$ cat src/rtl/wheel_cmd_arbiter.sv
// Purpose: shares the two signed wheel commands between estop, manual and auto, with priority, a manual watchdog and per-tick slew limiting.
// Latency: owner, targets and bb_enable update one clk after the inputs; wheel outputs move at most RAMP_STEP per tick (estop forces 0 on the next edge).
// Backpressure: none; sources are sampled every cycle and a losing source is simply ignored.
module wheel_cmd_arbiter #(
  parameter int RAMP_STEP      = 4,
  parameter int TICK_DIV       = 1000,
  parameter int MANUAL_TIMEOUT = 50
) (
  input  logic              clk,
  input  logic              reset,
  input  logic              estop,
  input  logic              auto_valid,
  input  logic signed [7:0] auto_left,
  input  logic signed [7:0] auto_right,
  input  logic              man_valid,
  input  logic signed [7:0] man_left,
  input  logic signed [7:0] man_right,
  output logic signed [7:0] wheel_left,
  output logic signed [7:0] wheel_right,
  output logic [1:0]        grant,
  output logic              bb_enable,
  output logic              man_timeout
);

  localparam int CNT_W = (TICK_DIV > 2) ? $clog2(TICK_DIV) : 1;
  localparam int WD_W  = $clog2(MANUAL_TIMEOUT + 1);
  localparam logic [CNT_W-1:0] CNT_LAST = CNT_W'(TICK_DIV - 1);
  localparam logic [WD_W-1:0]  WD_LAST  = WD_W'(MANUAL_TIMEOUT - 1);
  localparam logic signed [8:0] STEP9   = 9'(RAMP_STEP);
  localparam logic signed [7:0] STEP8   = 8'(RAMP_STEP);

  // Encoding doubles as the grant code.
  typedef enum logic [1:0] {
    ST_IDLE   = 2'b00,
    ST_AUTO   = 2'b01,
    ST_MANUAL = 2'b10,
    ST_ESTOP  = 2'b11
  } state_t;

  state_t            state, next_state;
  logic [CNT_W-1:0]  tick_cnt;
  logic              tick;
  logic [WD_W-1:0]   wd_cnt;
  logic              man_expire;
  logic signed [7:0] tgt_left, tgt_right;

  // -128 has no positive mirror, so clamp it to keep both directions symmetric.
  function automatic logic signed [7:0] sat_cmd(input logic signed [7:0] v);
    return (v == 8'sh80) ? 8'sh81 : v;
  endfunction

  // One slew step of an output toward its target; the 9-bit difference cannot overflow.
  function automatic logic signed [7:0] slew(input logic signed [7:0] out_v,
                                             input logic signed [7:0] tgt_v);
    logic signed [8:0] diff;
    diff = {tgt_v[7], tgt_v} - {out_v[7], out_v};
    if (diff > STEP9)
      return out_v + STEP8;
    else if (diff < -STEP9)
      return out_v - STEP8;
    else
      return tgt_v;
  endfunction

  assign tick  = (tick_cnt == CNT_LAST);
  assign grant = state;

  // Free-running tick divider.
  always_ff @(posedge clk or negedge reset) begin
    if (!reset)
      tick_cnt <= '0;
    else if (tick)
      tick_cnt <= '0;
    else
      tick_cnt <= tick_cnt + 1'b1;
  end

  // Next owner: estop wins outright, manual beats auto, and only the watchdog ends manual.
  always_comb begin
    next_state = state;
    man_expire = 1'b0;
    if (estop) begin
      next_state = ST_ESTOP;
    end else begin
      case (state)
        ST_IDLE, ST_AUTO: begin
          if (man_valid)
            next_state = ST_MANUAL;
          else if (auto_valid)
            next_state = ST_AUTO;
          else
            next_state = ST_IDLE;
        end
        ST_MANUAL: begin
          if (!man_valid && tick && (wd_cnt == WD_LAST)) begin
            next_state = ST_IDLE;
            man_expire = 1'b1;
          end
        end
        ST_ESTOP: next_state = ST_IDLE;
        default:  next_state = ST_IDLE;
      endcase
    end
  end

  // Owner register plus the outputs derived from the next owner.
  always_ff @(posedge clk or negedge reset) begin
    if (!reset) begin
      state       <= ST_IDLE;
      bb_enable   <= 1'b0;
      man_timeout <= 1'b0;
    end else begin
      state       <= next_state;
      bb_enable   <= (next_state == ST_IDLE) || (next_state == ST_AUTO);
      man_timeout <= man_expire;
    end
  end

  // Manual watchdog: counts ticks without a manual strobe while manual owns the wheels.
  always_ff @(posedge clk or negedge reset) begin
    if (!reset)
      wd_cnt <= '0;
    else if ((next_state != ST_MANUAL) || man_valid)
      wd_cnt <= '0;
    else if (tick)
      wd_cnt <= wd_cnt + 1'b1;
  end

  // Targets follow the owner chosen on this edge, so an entering source is latched immediately.
  always_ff @(posedge clk or negedge reset) begin
    if (!reset) begin
      tgt_left  <= '0;
      tgt_right <= '0;
    end else begin
      case (next_state)
        ST_AUTO: begin
          if (auto_valid) begin
            tgt_left  <= sat_cmd(auto_left);
            tgt_right <= sat_cmd(auto_right);
          end
        end
        ST_MANUAL: begin
          if (man_valid) begin
            tgt_left  <= sat_cmd(man_left);
            tgt_right <= sat_cmd(man_right);
          end
        end
        default: begin
          tgt_left  <= '0;
          tgt_right <= '0;
        end
      endcase
    end
  end

  // Wheel outputs slew toward the held targets on ticks; estop bypasses the ramp.
  always_ff @(posedge clk or negedge reset) begin
    if (!reset) begin
      wheel_left  <= '0;
      wheel_right <= '0;
    end else if (next_state == ST_ESTOP) begin
      wheel_left  <= '0;
      wheel_right <= '0;
    end else if (tick) begin
      wheel_left  <= slew(wheel_left, tgt_left);
      wheel_right <= slew(wheel_right, tgt_right);
    end
  end

endmodule

$ cat config.mk
export PLATFORM = sky130hd
export DESIGN_NAME = wheel_cmd_arbiter
export DESIGN_NICKNAME = d
export VERILOG_FILES = /design/src/rtl/wheel_cmd_arbiter.sv
export SDC_FILE = /design/constraint.sdc
export NUM_CORES = 1
export LEC_CHECK = 0
export CAP_MARGIN = 20
export CORE_UTILIZATION = 40
export CTS_CLUSTER_DIAMETER = 100
export DETAILED_ROUTE_END_ITERATION = 8
export GPL_TIMING_DRIVEN = 0
export PLACE_DENSITY = 0.58
export SYNTH_ARGS = -nofsm -noshare
export SYNTH_HDL_FRONTEND = slang
export SYNTH_SLANG_ARGS = --single-unit
$ cat constraint.sdc
create_clock -name clk -period 5.5 [get_ports clk]
set_input_delay 0.825 -clock clk [delete_from_list [all_inputs] [get_ports clk]]
set_output_delay 0.825 -clock clk [all_outputs]
set_load 0.005 [all_outputs]
# --- Yosys cells after proc, flatten, opt, wreduce, memory -nomap -nowiden ---
# Index checks and enable logic that the tools add are counted.
totals:
  latch_bits: 0
  word_cells: 76
  inputBits: 37
  regBits: 52
  ramBits: 0
  romBits: 0
  mem_count: 0
classes:
  muxes: 29
  mul: 0
  magnitude_cmp: 4
  n_eq_ne: 15
  n_shift: 0
  n_bitwise: 0
  div_mod_pow: 0
  n_addsub: 8
  n_reduce_logical: 11
ops:
  columns: ["cell", "count"]
  rows:
  - ["two-way mux 8 bit", 16]
  - ["equality test 8 bit (second input constant)", 4]
  - ["case mux 8 bit (2 select lines)", 2]
  - ["greater-than comparator 9 x 4 -> 1 bit (second input constant)", 2]
  - ["less-than comparator 9 x 3 -> 1 bit (second input constant)", 2]
  - ["subtractor 8 x 8 -> 9 bit", 2]
  - ["adder 8 x 4 -> 8 bit (second input constant)", 2]
  - ["subtractor 8 x 4 -> 8 bit (second input constant)", 2]
  - ["two-way mux 6 bit", 2]
  - ["adder 10 x 1 -> 10 bit (second input constant)", 1]
  - ["equality test 10 bit (second input constant)", 1]
  - ["two-way mux 10 bit", 1]
  - ["equality test 2 bit (second input constant)", 4]
  - ["adder 6 x 1 -> 6 bit (second input constant)", 1]
  - ["equality test 6 bit (second input constant)", 1]
  - ["two-way mux 2 bit", 3]
  - ["!= test 2 bit (second input constant)", 3]
  - ["case mux 2 bit (3 select lines)", 1]
  - ["equality test 2 x 1 -> 1 bit (second input constant)", 2]
  - ["logical NOT 2 bit", 2]
  - ["two-way mux 1 bit", 4]
  - ["nonzero test 2 bit", 2]
  - ["logical AND 1 bit", 2]
  - ["logical OR 1 bit", 2]
  - ["3 further kinds", 3]

# --- Depth between registers and ports, before layout ---
# Gate-level depths: netlist (run 1).
logic_depth:
  word_depth: 9
  depth_mapped: 14

# --- Least setup slack after synthesis (run 1) ---
# Ideal clock, no wire load.
synth_path:
  path_type: "reg2reg"
  from: "register tick_cnt[0]"
  to: "register tgt_right[0]"
  required_time_ns: 5.435
  stages_incl_launch_ff: 14
  slack_ns: 2.669
  n_path_buf: 2
  period_less_slack_ns: 2.831
  arrival_ns: 2.766
  setup_ns: 0.065
  path_cell_list: "dfrtp_1 ha_1 nand2_1 nor4_1 and3_1 a21oi_1 a211o_1 inv_1 ha_1 clkbuf_1 inv_1 o21ai_0 clkbuf_1 a22o_1"
synth_between:
  elab_chain_len: 9
synth_lines:
  columns: ["element", "line", "text"]
  rows:
  - ["start, declared", "41", "logic [CNT_W-1:0] tick_cnt;"]
  - ["start signal, assigned", "75", "tick_cnt <= tick_cnt + 1'b1;"]
  - ["equality test 10 bit (*)", "65", "assign tick = (tick_cnt == CNT_LAST);"]
  - ["logical AND 1 bit (*) (2 in series)", "95", "if (!man_valid && tick && (wd_cnt == WD_LAST)) begin"]
  - ["two-way mux 2 bit (*)", "95", null]
  - ["case mux 2 bit (3 select lines) (*)", "85", "case (state)"]
  - ["two-way mux 2 bit (*)", "82", "if (estop) begin"]
  - ["net next_state[1]", "40", "state_t state, next_state;"]
  - ["equality test 2 bit / equality test 2 x 1 -> 1 bit (equally long branches)", "135", "case (next_state)"]
  - ["!= test 2 bit (no line)", null, null]
  - ["AND reduction 2 bit (no line)", null, null]
  - ["end signal, assigned", "139", "tgt_right <= sat_cmd(auto_right);"]
  - ["end signal, assigned", "145", "tgt_right <= sat_cmd(man_right);"]
  - ["end, declared", "45", "logic signed [7:0] tgt_left, tgt_right;"]
# The timed path passes the listed nets; every way through them passes the cells marked *.
# A chain may end at the register's enable or synchronous reset.

# --- Final worst setup path (run 1) ---
layout_path:
  from: "register tick_cnt[0]"
  to: "register tgt_right[1]"
# The elaborated chain is that of the path after synthesis.

==> results.md, run 1 <==
## GRT
- antenna violations before repair: 0
- global-route congestion overflow total: 0
- number of global-route vias before repair: 3,794
- overall routing resource usage: 0.215
- maximum number of pins on one net before global-route repair: 31
- wire length of the first global-routing pass: 18.8 mm

## Timing
- slew at the pin closest to its max-slew limit: 0.727 ns
- final number of setup-violating endpoints: 0
- normalized max-slew margin: 0.515
- max-slew violations: 0
- worst clock skew on the final layout: 0.0123 ns
- Fmax: 276 MHz
- unrepaired setup endpoints after global routing: false
- Setup TNS Final: 0 ns
- count of final hold-check violations: 0
- final worst path period need: 3.62 ns
- period utilization: 0.658

## Power and ir drop
- static leakage power: 1.99 nW
- ratio of total power to cell area: 251 nW/um^2
- combinational share of power: 0.476
- sw frac: 0.403
- internal power: 0.000743 W
- clock power share: 0.182
- relative contribution of sequential cells to total power: 0.342
- reported net switching power: 0.000501 W
- Max VDD drop: 0.104 mV

## Placement
- placer's final routability congestion estimate: 0.826
- placed wire-length estimate: 8.73 mm
- Placed Cells: 666
- port bufs: 56

## Route
- drc violations: 0
- Iter 0 DRT Violations: 201
- WL final: 11.2 mm
- count of antenna-violating nets left after detailed routing: 0
- Avg WL per Cell: 16.5 um
- number of optimization iterations in the first detailed-route pass: 4
- total via count in the routed design: 3,865
- ratio of routed vias to standard cells: 5.73

## Status
- result of the run: complete, no violations

## Synthesis
- average footprint of a synthesized cell: 8.67 um^2
- post-synthesis cell area: 4130 um^2
- number of synthesized flops with an enable pin: 0
- Main synth FF type: sky130_fd_sc_hd__dfrtp_1
- async set-reset flop share out of synthesis: 1.00
- synthesized net count: 542
- top cell type by total area after synthesis: sky130_fd_sc_hd__dfrtp_1
- fraction of post-synthesis cell area in the top cell type by area: 0.315
- Area contributors post-synth: sky130_fd_sc_hd__dfrtp_1 32%, sky130_fd_sc_hd__ha_1 8.2%, sky130_fd_sc_hd__o21ai_0 3.6%
- commonest cells in the netlist: 52 x sky130_fd_sc_hd__dfrtp_1, 39 x sky130_fd_sc_hd__nand2_1, 39 x sky130_fd_sc_hd__nor2_1, 31 x sky130_fd_sc_hd__inv_1, 30 x sky130_fd_sc_hd__o21ai_0
- share of synthesized area occupied by flip-flops and latches: 0.315
- most frequent cell after synthesis: sky130_fd_sc_hd__dfrtp_1
- Netlist cell types: 77
- number of cells produced by synthesis: 476
- register bit total from synthesis: 52
- count of warnings emitted by yosys: 0

## Flow run
- number of max-cap violations: 0

## Die
- initial core utilization: 0.417
- boundary pin count: 57
- # rows: 36
- Die Width: 104 um
- Die Height: 104 um
- placeable core region: 9910 um^2
- full die area: 10,700 um^2

## Critical path
- Startpoint Class: flip-flop
- critical path start-end classification: reg2reg
- beginning of the worst register-to-register path: tick_cnt[0]
- worst endpoint required time: 5.71 ns
- worst-path fanout max: 10
- reg-to-reg setup timing slack: 1.88 ns
- FF-to-FF path depth: 14
- endpoint class of the critical path: flip-flop
- reg2reg end: tgt_right[1]
- CP Data Arrival Time: 3.83 ns

## Clock tree
- quantity of gates resized following cts: 0
- # H-tree levels: 2
- CTS tree: done
- clock transition at the registers of the reported paths: 0.10 ns
- Post-CTS Hold Fix Bufs: 0
- Setup Buffers After CTS: 0
- Clock Sink Count: 52
- clock buffers created by TritonCTS: 5
- worst skew pair latency: 0.31 ns
- clk buf depth: 2
- master cell of the clock root buffer: sky130_fd_sc_hd__clkbuf_8

## Cells and area
- multi-input logic area: 2600 um^2
- post-layout instance count excluding filler cells: 674
- total of fill cells in the finished design: 986
- Area Overhead vs Synth: 20.2%
- FF+latch area: 1300 um^2
- share of layout cells above drive strength 1: 0.0776
- number of inserted diodes: 0
- Post-layout nets: 606

## Min path
- Worst Hold Class: reg2reg
- Hold Path Origin: tick_cnt[0]
- count of cells along the worst hold path: 1
- hold-critical path endpoint: tick_cnt[0]

## worst max-delay path by stage
stage                 from      endpoint  slack (ns)
6_report       tick_cnt[0]  tgt_right[1]        1.88
5_1_grt        tick_cnt[0]  tgt_right[2]        1.46
3_3_place_gp     man_valid  tgt_right[1]        1.81
2_1_floorplan  tick_cnt[0]  tgt_right[0]        2.67
4_1_cts        tick_cnt[0]  tgt_right[1]        1.90
3_5_place_dp     man_valid  tgt_right[1]        1.79
## cell families (layout without fill, tap and decap cells)
logic type,after synthesis,count (layout),share of synthesized area
compound gates,145,145,0.256
buf+inv,51,116,0.0546
mux,4,4,0.0112
xor+xnor,21,21,0.0464
flops,52,52,0.315
fa+ha+maj,29,29,0.0915
simple gates,174,174,0.225
## per-stage QoR
stage          instance area (um^2)  power (W)  utilization  worst slack, ns  hold slack (ns)
2_1_floorplan                  4130   0.000862            -             2.67            0.448
3_3_place_gp                   4850    0.00101        0.490             1.81            0.468
3_5_place_dp                   4870    0.00102        0.491             1.79            0.473
4_1_cts                        4960    0.00125        0.501             1.90            0.501
5_1_grt                        4960    0.00133        0.501             1.46            0.530
6_report                       4960    0.00124        0.501             1.88            0.494
## final cells by class
type | count | area share
timing repair buffer | 57 | 0.116
tap | 133 | 0.0336
multi-input combinational | 373 | 0.524
buffer | 20 | 0.0219
sequential | 52 | 0.262
clock inverter | 3 | 0.00429
clock buffer | 5 | 0.0139
inverter | 31 | 0.0235
## worst max-delay path, cell delays in order, from the launching register on
cell and delay [ns]:
sky130_fd_sc_hd__dfrtp_1 0.40, sky130_fd_sc_hd__ha_1 0.22, sky130_fd_sc_hd__nand2_1 0.07, sky130_fd_sc_hd__nor4_1 0.38
sky130_fd_sc_hd__and3_1 0.38, sky130_fd_sc_hd__a21oi_1 0.10, sky130_fd_sc_hd__a211o_1 0.35, sky130_fd_sc_hd__inv_1 0.10
sky130_fd_sc_hd__ha_1 0.14, sky130_fd_sc_hd__clkbuf_1 0.24, sky130_fd_sc_hd__inv_1 0.12, sky130_fd_sc_hd__o21ai_0 0.36
sky130_fd_sc_hd__clkbuf_1 0.47, sky130_fd_sc_hd__nand2_1 0.10, sky130_fd_sc_hd__o31ai_1 0.09
## per-layer routing
metal  track usage  wire [um]
met1         0.301       5500
met2         0.344       5000
met3        0.0352        483
met4        0.0569        170
met5             0          0
## power by group through the flow
stage	logic, W	registers (W)	clock network [W]
after global routing	0.000651	0.000430	0.000246
after detailed placement	0.000587	0.000433	0
after global placement	0.000578	0.000433	0
after floorplan	0.000437	0.000425	0
after CTS	0.000591	0.000425	0.000233
final	0.000592	0.000425	0.000226
## cell usage in the layout, fill, tap and decap left out, drive strengths merged, types with 5 or more instances in the layout
cell and n:
xor2 10, o31ai 16, a21oi 25, a211oi 6, xnor2 11, and2 5
o21ai 30, nor2 39, or3 5, clkdlybuf4s50 55, nand3 12, o22ai 5
o21a 5, dfrtp 52, nand2b 9, clkbuf 18, nor3 13, buf 9
nand2 39, a31oi 7, ha 27, nor2b 8, inv 32, and3 7
nor4 7, a22oi 14
## registers in the layout, indices dropped and copies added, names as in the netlist
signal,flops
bb_enable,1
man_timeout,1
wd_cnt,6
wheel_left,8
tgt_right,8
wheel_right,8
tick_cnt,10
grant,2
tgt_left,8
Power figures use the tool's default switching activity.
==> run 2, diff against run 1 <==
clock period = 3.46 ns   (was 5.5 ns; I/O delays follow)
==> run 2 against run 1 <==
Utilization grew 0.16 points. Hold slack lost 0.23 ns. Sequential power grew 59%. Clock skew fell by 0.00089 ns. Maximum frequency grew 14%. Critical path type unchanged. Largest cell class unchanged. Largest power group unchanged. Highest routed layer unchanged.
==> results.md, run 2 (synthesis results as in run 1) <==
## Status
- result of the run: complete, no violations

## Die
- initial core utilization: 0.417, unchanged
- Die Width: 104 um, unchanged
- full die area: 10,700 um^2, unchanged
- # rows: 36, unchanged
- placeable core region: 9910 um^2, unchanged
- boundary pin count: 57, unchanged
- Die Height: 104 um, unchanged

## Cells and area
- Post-layout nets: 606, unchanged
- number of inserted diodes: 0, unchanged
- final core area utilization: 0.502, +0.00164
- register containing the most flip-flops in the final layout: tick_cnt
- post-layout instance count excluding filler cells: 674, unchanged
- share of layout cells above drive strength 1: 0.0906, +0.0129
- Area Overhead vs Synth: 20.6%
- number of flip-flops under the largest register name: 10, unchanged
- total of fill cells in the finished design: 985, -0.10%
- commonest non-fill, non-tap cell in the layout: sky130_fd_sc_hd__clkdlybuf4s50_1
- leading cell types in the layout, fill and taps excluded: 55 x sky130_fd_sc_hd__clkdlybuf4s50_1, 52 x sky130_fd_sc_hd__dfrtp_1, 39 x sky130_fd_sc_hd__nand2_1

## Placement
- port bufs: 56, unchanged
- worst slack after detailed placement: -0.110 ns, -1.90 ns
- placed wire-length estimate: 8.73 mm, unchanged
- placer's final routability congestion estimate: 0.826, unchanged
- Placed Cells: 666, unchanged

## GRT
- global-route congestion overflow total: 0, unchanged
- antenna violations before repair: 0, unchanged
- number of global-route vias before repair: 3,792, -0.053%
- overall routing resource usage: 0.215, about the same
- maximum number of pins on one net before global-route repair: 31, unchanged
- wire length of the first global-routing pass: 18.8 mm, about the same

## Power and ir drop
- static leakage power: 2.00 nW, +0.51%
- Max VDD drop: 0.165 mV, +59%
- ratio of total power to cell area: 397 nW/um^2, +58%
- sum of internal, switching and leakage power: 0.00198 W, +59%

## Timing
- count of final hold-check violations: 0, unchanged
- Setup TNS Final: 0 ns, unchanged
- Fmax: 315 MHz, +14%
- final number of setup-violating endpoints: 0, unchanged
- final critical-path setup slack: 0.285 ns, -1.60 ns
- max-slew violations: 0, unchanged
- unrepaired setup endpoints after global routing: false
- normalized max-slew margin: 0.518, +0.00332
- slew at the pin closest to its max-slew limit: 0.722 ns, -0.00498 ns
- final worst path period need: 3.17 ns, -0.443 ns
- period utilization: 0.918, +0.260
- worst clock skew on the final layout: 0.0114 ns, -0.000891 ns

## Clock tree
- worst skew pair latency: 0.31 ns, about the same
- clock transition at the registers of the reported paths: 0.10 ns, about the same
- # H-tree levels: 2, unchanged
- clk buf depth: 2, unchanged
- CTS tree: done
- Clock Sink Count: 52, unchanged
- master cell of the clock root buffer: sky130_fd_sc_hd__clkbuf_8
- Setup Buffers After CTS: 0, unchanged
- clock buffers created by TritonCTS: 5, unchanged

## Critical path
- critical path start-end classification: reg2reg
- reg-to-reg setup timing slack: 0.29 ns, -1.60 ns
- CP max stage delay: 0.46 ns, about the same
- worst-path fanout max: 9, -1
- slowest stage cell on the critical path: sky130_fd_sc_hd__fa_1
- critical path startpoint: tgt_right[0]
- FF-to-FF path depth: 12, -2
- Cell Chain, Critical Path: inv_1, ha_1, inv_1, fa_1, a21oi_1, nand4b_1, a32oi_1, nor4_2, nand3_1, mux2_4, or3_1, a21oi_1
- reg2reg end: wheel_right[0]
- Startpoint Class: flip-flop
- worst endpoint required time: 3.69 ns, -2.02 ns
- beginning of the worst register-to-register path: tgt_right[0]
- endpoint class of the critical path: flip-flop
- CP Data Arrival Time: 3.41 ns, -0.42 ns

## Min path
- Worst Hold Class: in2async

## Route
- ratio of routed vias to standard cells: 5.66, -1.4%
- total via count in the routed design: 3,812, -1.4%
- count of antenna-violating nets left after detailed routing: 0, unchanged
- drc violations: 0, unchanged
- Iter 0 DRT Violations: 167, -17%
- Avg WL per Cell: 16.6 um, about the same
- number of optimization iterations in the first detailed-route pass: 5, +1
- WL final: 11.2 mm, about the same

## Flow run
- number of max-cap violations: 0, unchanged

run 2: area by class of cell:
cell class	count	area, um^2	share of cell area
Sequential cell	52	1300	0.262
Tap cell	133	166	0.0334
Clock buffer	5	68.8	0.0138
Inverter	31	116	0.0234
Timing Repair Buffer	57	576	0.116
Multi-Input combinational cell	373	2610	0.525
Clock inverter	3	21.3	0.00427
Buffer	20	113	0.0226
run 2: metrics by stage:
| stage | hold slack [ns] | instance area [um^2] |
|---|---|---|
| 5_1_grt | 0.330 | 4980 |
| 6_report | 0.259 | 4980 |
| 3_3_place_gp | 0.468 | 4850 |
| 3_5_place_dp | 0.473 | 4870 |
| 2_1_floorplan | 0.223 | 4130 |
| 4_1_cts | 0.282 | 4970 |
run 2: worst max-delay path: cells and delay by family (launching register included):
kind | cells | cell delay, ns
DFF | 1 | 0.41
buffers and inverters | 2 | 0.14
muxes | 1 | 0.37
and+or+nand+nor | 4 | 1.04
AOI/OAI and AO/OA | 3 | 0.52
adders and majority gates | 2 | 0.63
run 2: how the worst max path moves through the flow:
stage | endpoint | depth (start not counted)
after floorplan | tgt_right[0] | 13
after global placement | tgt_right[1] | 14
after detailed placement | tgt_right[1] | 14
after CTS | tgt_left[6] | 12
after global routing | tgt_left[6] | 12
final | wheel_right[0] | 12
run 2: per-layer routing:
| layer | up-vias | track usage | share of wire |
|---|---|---|---|
| met5 | - | 0 | 0 |
| met4 | 0 | 0.0569 | 0.0080 |
| met3 | 9 | 0.0352 | 0.040 |
| met2 | 82 | 0.344 | 0.46 |
| met1 | 1832 | 0.300 | 0.49 |
| li1 | 1889 | - | - |
run 2: repair_timing:
item | 4_1_cts | 5_1_grt
hold buffers | 0 | 0
gates resized for setup | 4 | 4
setup endpoints to repair | 17 | 17
run 2: where the power goes:
group	switching [W]	internal (W)
combinational	0.000538	0.000402
clock	0.000215	0.000144
sequential	0.0000413	0.000636
